## config.mk

```make
export PLATFORM = sky130hd
export DESIGN_NAME = z80_bus_responder
export DESIGN_NICKNAME = d
export VERILOG_FILES = /design/src/rtl/z80_bus_responder.sv
export SDC_FILE = /design/constraint.sdc
export NUM_CORES = 1
export LEC_CHECK = 0
export CELL_PAD_IN_SITES_DETAIL_PLACEMENT = 0
export CELL_PAD_IN_SITES_GLOBAL_PLACEMENT = 1
export CORE_ASPECT_RATIO = 1.5
export CORE_MARGIN = 2
export CORE_UTILIZATION = 38
export CTS_BUF_LIST = sky130_fd_sc_hd__clkbuf_16
export DETAILED_ROUTE_END_ITERATION = 8
export HOLD_SLACK_MARGIN = 0.02
export PLACE_DENSITY_LB_ADDON = 0.1
export SETUP_SLACK_MARGIN = 0.15
export SLEW_MARGIN = 20
export SYNTH_ARGS = -nofsm -noshare
export SYNTH_HDL_FRONTEND = slang
export SYNTH_SLANG_ARGS = --single-unit
export TNS_END_PERCENT = 5
```

## constraint.sdc

```tcl
create_clock -name clk -period 4.1 [get_ports clk]
set_clock_uncertainty 0.15 [all_clocks]
set_input_delay 0.615 -clock clk [delete_from_list [all_inputs] [get_ports clk]]
set_output_delay 0.615 -clock clk [all_outputs]
set_load 0.01 [all_outputs]
```

## src/rtl/z80_bus_responder.sv

```systemverilog
// Synthesizable posedge bus slave for the tv80s external bus: memory/IO decode,
// backing RAM and IO port access, interrupt-acknowledge vector and wait-state insertion.
module z80_bus_responder #(
  parameter int         MEM_WAIT   = 0,
  parameter int         IO_WAIT    = 1,
  parameter logic [7:0] INTACK_VEC = 8'hFF
) (
  input  logic        clk,
  input  logic        reset,
  input  logic [15:0] cpu_a,
  input  logic [7:0]  cpu_do,
  output logic [7:0]  cpu_di,
  input  logic        cpu_mreq_n,
  input  logic        cpu_iorq_n,
  input  logic        cpu_rd_n,
  input  logic        cpu_wr_n,
  input  logic        cpu_m1_n,
  input  logic        cpu_rfsh_n,
  output logic        cpu_wait_n,
  output logic [15:0] mem_addr,
  output logic        mem_we,
  output logic [7:0]  mem_wdata,
  input  logic [7:0]  mem_rdata,
  output logic [7:0]  io_addr,
  output logic        io_we,
  output logic [7:0]  io_wdata,
  input  logic [7:0]  io_rdata,
  output logic [15:0] m1_count
);

  typedef enum logic [2:0] {IDLE, RD, WR, WAIT, DONE} state_t;

  localparam logic [3:0] MEM_N = 4'(MEM_WAIT);
  localparam logic [3:0] IO_N  = 4'(IO_WAIT);

  state_t     state_q, state_d;
  logic [3:0] wait_cnt;
  logic       is_io;
  logic       take_intack, take_rd, take_wr, take_io;
  logic [3:0] load_n;

  assign load_n = take_io ? IO_N : MEM_N;

  always_ff @(posedge clk or posedge reset) begin
    if (reset) state_q <= IDLE;
    else       state_q <= state_d;
  end

  // Decode priority: refresh, int-ack, memory read/write, then IO (memory wins a clash).
  always_comb begin
    state_d     = state_q;
    take_intack = 1'b0;
    take_rd     = 1'b0;
    take_wr     = 1'b0;
    take_io     = 1'b0;
    case (state_q)
      IDLE: begin
        if (!(!cpu_mreq_n && !cpu_rfsh_n)) begin
          if (!cpu_iorq_n && !cpu_m1_n) begin
            take_intack = 1'b1;
            state_d     = DONE;
          end else if (!cpu_mreq_n && !cpu_rd_n) begin
            take_rd = 1'b1;
            state_d = RD;
          end else if (!cpu_mreq_n && !cpu_wr_n) begin
            take_wr = 1'b1;
            state_d = WR;
          end else if (cpu_mreq_n && !cpu_iorq_n && !cpu_rd_n) begin
            take_rd = 1'b1;
            take_io = 1'b1;
            state_d = RD;
          end else if (cpu_mreq_n && !cpu_iorq_n && !cpu_wr_n) begin
            take_wr = 1'b1;
            take_io = 1'b1;
            state_d = WR;
          end
        end
      end
      RD, WR:  state_d = (wait_cnt > 4'd1) ? WAIT : DONE;
      WAIT:    if (wait_cnt <= 4'd1) state_d = DONE;
      DONE:    if (cpu_mreq_n && cpu_iorq_n) state_d = IDLE;
      default: state_d = IDLE;
    endcase
  end

  always_ff @(posedge clk or posedge reset) begin
    if (reset) begin
      cpu_di     <= 8'hFF;
      cpu_wait_n <= 1'b1;
      mem_addr   <= 16'h0000;
      mem_we     <= 1'b0;
      mem_wdata  <= 8'h00;
      io_addr    <= 8'h00;
      io_we      <= 1'b0;
      io_wdata   <= 8'h00;
      m1_count   <= 16'h0000;
      wait_cnt   <= 4'd0;
      is_io      <= 1'b0;
    end else begin
      mem_we <= 1'b0;
      io_we  <= 1'b0;
      if (state_q == IDLE) begin
        if (take_intack) cpu_di <= INTACK_VEC;
        if (take_rd || take_wr) begin
          is_io    <= take_io;
          wait_cnt <= load_n;
          if (load_n != 4'd0) cpu_wait_n <= 1'b0;
          if (take_io) begin
            io_addr <= cpu_a[7:0];
            if (take_wr) io_wdata <= cpu_do;
          end else begin
            mem_addr <= cpu_a;
            if (take_wr) mem_wdata <= cpu_do;
            if (take_rd && !cpu_m1_n) m1_count <= m1_count + 16'd1;
          end
        end
      end else if (state_q != DONE) begin
        // The wait counter runs out in RD/WR/WAIT regardless of what the strobes do.
        if (wait_cnt != 4'd0) begin
          wait_cnt <= wait_cnt - 4'd1;
          if (wait_cnt == 4'd1) cpu_wait_n <= 1'b1;
        end
        if (state_q == RD) cpu_di <= is_io ? io_rdata : mem_rdata;
        if (state_q == WR) begin
          mem_we <= !is_io;
          io_we  <= is_io;
        end
      end
    end
  end

endmodule

```

; Yosys cells after proc, flatten, opt, wreduce, memory -nomap -nowiden
; Cells that the tools add are included.
[op_classes]
add_sub_neg = 2
bitwise = 1
reduce_logical = 35
n_eq_ne = 13
muxes = 54
n_lt_le_gt_ge = 2
[ops]
columns = cell, n
row1 = two-way mux 8 bit, 5
row2 = two-way mux 1 bit, 35
row3 = two-way mux 3 bit, 9
row4 = adder 16 x 1 -> 16 bit (second input constant), 1
row5 = two-way mux 4 bit, 4
row6 = AND reduction 4 bit, 4
row7 = one-hot mux 3 bit (4 select lines), 1
row8 = AND reduction 3 bit, 4
row9 = logical AND 1 bit, 9
row10 = != test 2 bit (second input constant), 4
row11 = nonzero test 2 bit, 4
row12 = nonzero test 4 bit, 2
row13 = logical NOT 1 bit, 7
row14 = == test 3 x 2 -> 1 bit (second input constant), 2
row15 = != test 6 bit (second input constant), 1
row16 = AND reduction 5 bit, 1
row17 = == test 4 x 1 -> 1 bit (second input constant), 1
row18 = > comparator 4 x 1 -> 1 bit (second input constant), 1
row19 = <= comparator 4 x 1 -> 1 bit (second input constant), 1
row20 = != test 2 x 1 -> 1 bit (second input constant), 2
row21 = subtractor 4 x 1 -> 4 bit (second input constant), 1
row22 = == test 3 x 1 -> 1 bit (second input constant), 1
row23 = == test 3 bit (second input constant), 1
row24 = logical NOT 3 bit, 1
row25 = other kinds (5), 5
[totals]
word_cells = 119
inputBits = 48
output_inout_bits = 67
ff_bits = 75

; Depth between registers and ports, before layout
[logic_depth]
word_depth = 15
mapped_depth = 7
mapped_depth_nobuf = 6

; Worst setup path after synthesis
; OpenSTA, ideal clock, no wires.
[synth_timing]
kind = input -> register
start = in cpu_rd_n
end = reg mem_addr[0]
required_ps = 3825
setup_time_ps = 125
path_stages = 6
path_buffers = 1
setup_slack_ps = 1865
arrival_ps = 1960
path_cell_list = and2_4 > or3b_4 > nand2_4 > nor4_4 > buf_6 > mux2_4
[synth_via]
elab_chain_cells = 10
elab_cells_between_ends = 24
classes_between = mux (18) / bitwise (1) / reduce/logical (5)
[synth_lines]
columns = item, line
row1 = start: declaration, 15  ; input logic cpu_rd_n,
row2 = logical NOT 1 bit (*), "62, 68"
row3 = logical AND 1 bit, 68  ; end else if (cpu_mreq_n && !cpu_iorq_n && !cpu_rd_n) begin
row4 = two-way mux 1 bit, 68
row5 = two-way mux 1 bit, 65  ; end else if (!cpu_mreq_n && !cpu_wr_n) begin
row6 = two-way mux 1 bit, 62  ; end else if (!cpu_mreq_n && !cpu_rd_n) begin
row7 = two-way mux 1 bit, 59  ; if (!cpu_iorq_n && !cpu_m1_n) begin
row8 = two-way mux 1 bit, 58  ; if (!(!cpu_mreq_n && !cpu_rfsh_n)) begin
row9 = two-way mux 1 bit, 56  ; case (state_q)
row10 = logical OR 1 bit / NOT 1 bit (equally long branches), -
row11 = AND reduction 3 bit (no source line) (*), -
row12 = end signal: assignment, 112  ; mem_addr <= cpu_a;
row13 = end: declaration, 20  ; output logic [15:0] mem_addr,
; Mark *: on every way between the ends. The rest lies on a longest branch, timed or not.
; A chain may end at the register's enable or synchronous reset.

; Worst setup path after layout
[layout_timing]
start = in cpu_iorq_n
end = reg cpu_di[5]
[layout_via]
elab_chain_cells = 7
[layout_lines]
columns = item, line
row1 = start: declaration, 14  ; input logic cpu_iorq_n,
row2 = logical NOT 1 bit, 59
row3 = logical AND 1 bit, 59
row4 = two-way mux 1 bit, 59
row5 = two-way mux 1 bit, 58
row6 = two-way mux 1 bit, 56
row7 = != test 2 bit (no source line), -
row8 = AND reduction 3 bit (no source line), -
row9 = end signal: assignment, 123  ; if (state_q == RD) cpu_di <= is_io ? io_rdata : mem_rdata;
row10 = end: declaration, 12  ; output logic [7:0] cpu_di,
; Every way passes these cells.

==> summary.txt <==
Status
  – Status: finished clean

Floorplanning
  – Die ar.: 9770 sq um
  – Die Y: 120 um
  – Io pins: 115
  – Initial core utilization: about 39%
  – Die X: approximately 81 um
  – Core footprint: 8780 sq um
  – Rows: 42

Power
  – Clock power share: 22.9%
  – Pwr dens: 667 nW/um^2
  – Reg power frac: between 30% and 40%
  – Internal cell power: 2.27 mW
  – Net Sw Frac: between 30% and 40%
  – Gate power share: about two fifths
  – Leakage: 2.09 nW
  – Switching pwr: 1.02 mW
  – Max VDD drop: 0.000348 V

Logic synthesis
  – Sequential area share after synthesis: between 50% and 60%
  – Mapped Area: 3410 sq um
  – Dominant cells by area after synthesis: dfrtp_1 48%, mux2_2 10%, dfstp_2 6.9%
  – Yosys top cell area share: 48.4%
  – Synthesized Nets: 313
  – Mapped Cells: roughly 260
  – Number of synthesized flops with an enable pin: 0
  – Syn. warnings: 0
  – Area leader, netlist: dfrtp_1
  – Synth Flop Type: dfrtp_1
  – Post-synth cell types: 47
  – Synth Area per Inst: 13.0 sq um
  – Seq cells post-synth: 75
  – Asr flop ratio synth: 100%

Setup path
  – R2r setup slk: ~1.8 ns
  – Most used cell, CP: nor2_1
  – CP Capture Type: register
  – Critical R2R Launch: state_q[2]
  – Worst-path maximum fanout: 16
  – FF-to-FF path depth: 4
  – Required time of the critical path: 4.19 ns
  – Worst Setup SP: cpu_iorq_n
  – Crit-path max cell delay: 0.70 ns
  – Crit path kind: input pin to register
  – Worst setup SP type: input pin
  – Crit-path cells: clkdlybuf4s50_1 > nor2_1 > a21oi_1 > nor3_2 > nor2_1 > a31oi_1
  – Crit path DAT: 2.78 ns
  – Crit-path slowest cell: nor3_2
  – RR Endpoint: m1_count[1]

Route
  – Via density: ~5.0
  – Drt drc: 0
  – Routed WL: 7440 um
  – Pre-Repair DR Iteration Count: 4
  – DRT antenna net count: 0
  – DR vias: 2447
  – Routed WL per cell: 15.1 um
  – DR iter-0 viols: 109

Clock network
  – Worst-path clk slew: 0.06 ns
  – Hold_buf cts: 0
  – # resized after CTS: 0
  – Post-CTS Setup Bufs: 0
  – Clk_lat worst skew: 0.33 ns
  – H-tree depth: 3
  – TritonCTS clock tree: done
  – CTS sink cnt: 75
  – Clk root buf: clkbuf_16
  – CTS buffer count: 9
  – CTS max path bufs: 2

Cells and area
  – Antenna cells: 0
  – Commonest non-fill, non-tap cell in the layout: clkdlybuf4s50_1
  – Most frequent cells in the layout: 114 x clkdlybuf4s50_1, 66 x dfrtp_1, 31 x mux2_2
  – Area Growth Syn to Fin: 44.5%
  – Ratio of cells with drive above 1 in the final layout: 21.9%
  – Layout Nets: 430

Placed design
  – Buffers added on ports: around 110
  – Pre-CTS setup slack: around 1.1 ns
  – Detail Placement HPWL: between 5000 and 6000 um
  – GP Congestion: 0.759

Timing
  – TNS Setup: 0 ns
  – Final count of pins violating max slew: 0
  – Achievable Freq: around 370 MHz
  – Rel. slew slack: 40.2%
  – Setup ws final: 1.41 ns
  – Final Hold Viols: 0
  – Fin crit period: 2.69 ns
  – RSZ-0062 raised after global routing: false
  – Worst Tran Pin Value: about 0.9 ns
  – Hold_ws: 0.323 ns
  – Final period util: between 60 and 70%
  – # setup viols final: 0

Hold path
  – Hold Startpoint: m1_count[15]
  – WHS Endpoint: m1_count[15]
  – Hold-critical path depth: 1
  – Hold crit path type: register to register

GRT
  – First-pass GRT wire length: 12300 um
  – GRT overflow: 0
  – Pin count of the biggest net entering global routing: 52
  – Total GRT Usage: 16.4%
  – Vias in the first global route: 2543
  – Initial antenna violation count: 0

Run
  – Max Cap Violations: 0
==> through the flow <==
| stage | utilization, % | area [sq um] | std cells | total power, mW |
|---|---|---|---|---|
| 6_report | 56.2 | 4930 | 494 | 3.29 |
| 5_1_grt | 56.2 | 4930 | 494 | 3.51 |
| 4_1_cts | 56.2 | 4930 | 494 | 3.34 |
| 3_5_place_dp | 52.9 | 4650 | 478 | 2.56 |
| 3_3_place_gp | 52.9 | 4650 | 478 | 2.54 |
| 2_1_floorplan | - | 3410 | 262 | 1.94 |
==> logic make-up after synthesis <==
family | synth area share (%)
compound gates | 6.16
xor+xnor | 4.62
fa+ha+maj | 1.10
buf+inv | 2.60
flops | 55.3
mux | 17.0
simple gates | 13.2
==> routing by layer <==
layer	global-route usage, %	wire, um
met2	25.9	3650
met4	6.04	98
met1	20.4	3090
met5	0	0
met3	6.02	598
==> final cells by class <==
cell class                 instances  area (sq um)
clock inverter                     7          61.3
inverter                           7          27.5
timing repair buffer             116          1160
fill                             765          3840
tap                              110           138
clock buffer                       9           225
multi-input combinational        170          1440
sequential                        75          1890
==> sequential cells by signal, summed over array words and instances (netlist names) <==
register / cells
cpu_di: 8
cpu_wait_n: 1
io_addr: 8
io_wdata: 8
io_we: 1
is_io: 1
m1_count: 16
mem_addr: 16
mem_wdata: 8
mem_we: 1
state_q: 3
wait_cnt: 4
==> cell usage after synthesis (3+ instances only) <==
cell      instances
a21o_1            3
a21oi_1           6
a31oi_1           8
and2_1            3
buf_2             5
dfrtp_1          66
dfstp_2           9
ha_1              3
inv_1             7
mux2_2           31
mux2_4           10
mux2i_1           8
nand2_1           7
nand2b_1          4
nand3_1           3
nand4_1           5
nor2_1           21
nor3_1            3
o21ai_0          10
xnor2_1          12
xor2_1            6
==> power by group through the flow <==
stage          clock [mW]  combinational, mW  sequential (mW)
2_1_floorplan           0              0.648             1.29
3_3_place_gp            0               1.30             1.24
3_5_place_dp            0               1.32             1.25
4_1_cts             0.774               1.33             1.24
5_1_grt             0.813               1.42             1.28
6_report            0.754               1.30             1.23
==> critical path, delay by kind of cell <==
| kind | cells | cell delay (ns) |
|---|---|---|
| compound gates | 2 | 0.35 |
| buf+inv | 1 | 0.51 |
| simple gates | 3 | 1.32 |
==> worst max-delay path by stage <==
stage | cells past startpoint | end
floorplan | 1 | io_addr[0]
global placement | 6 | cpu_di[5]
detailed placement | 6 | cpu_di[5]
CTS | 6 | cpu_di[5]
global route | 6 | cpu_di[1]
finish | 6 | cpu_di[5]
Note: power is estimated with default switching activity, not from simulation.
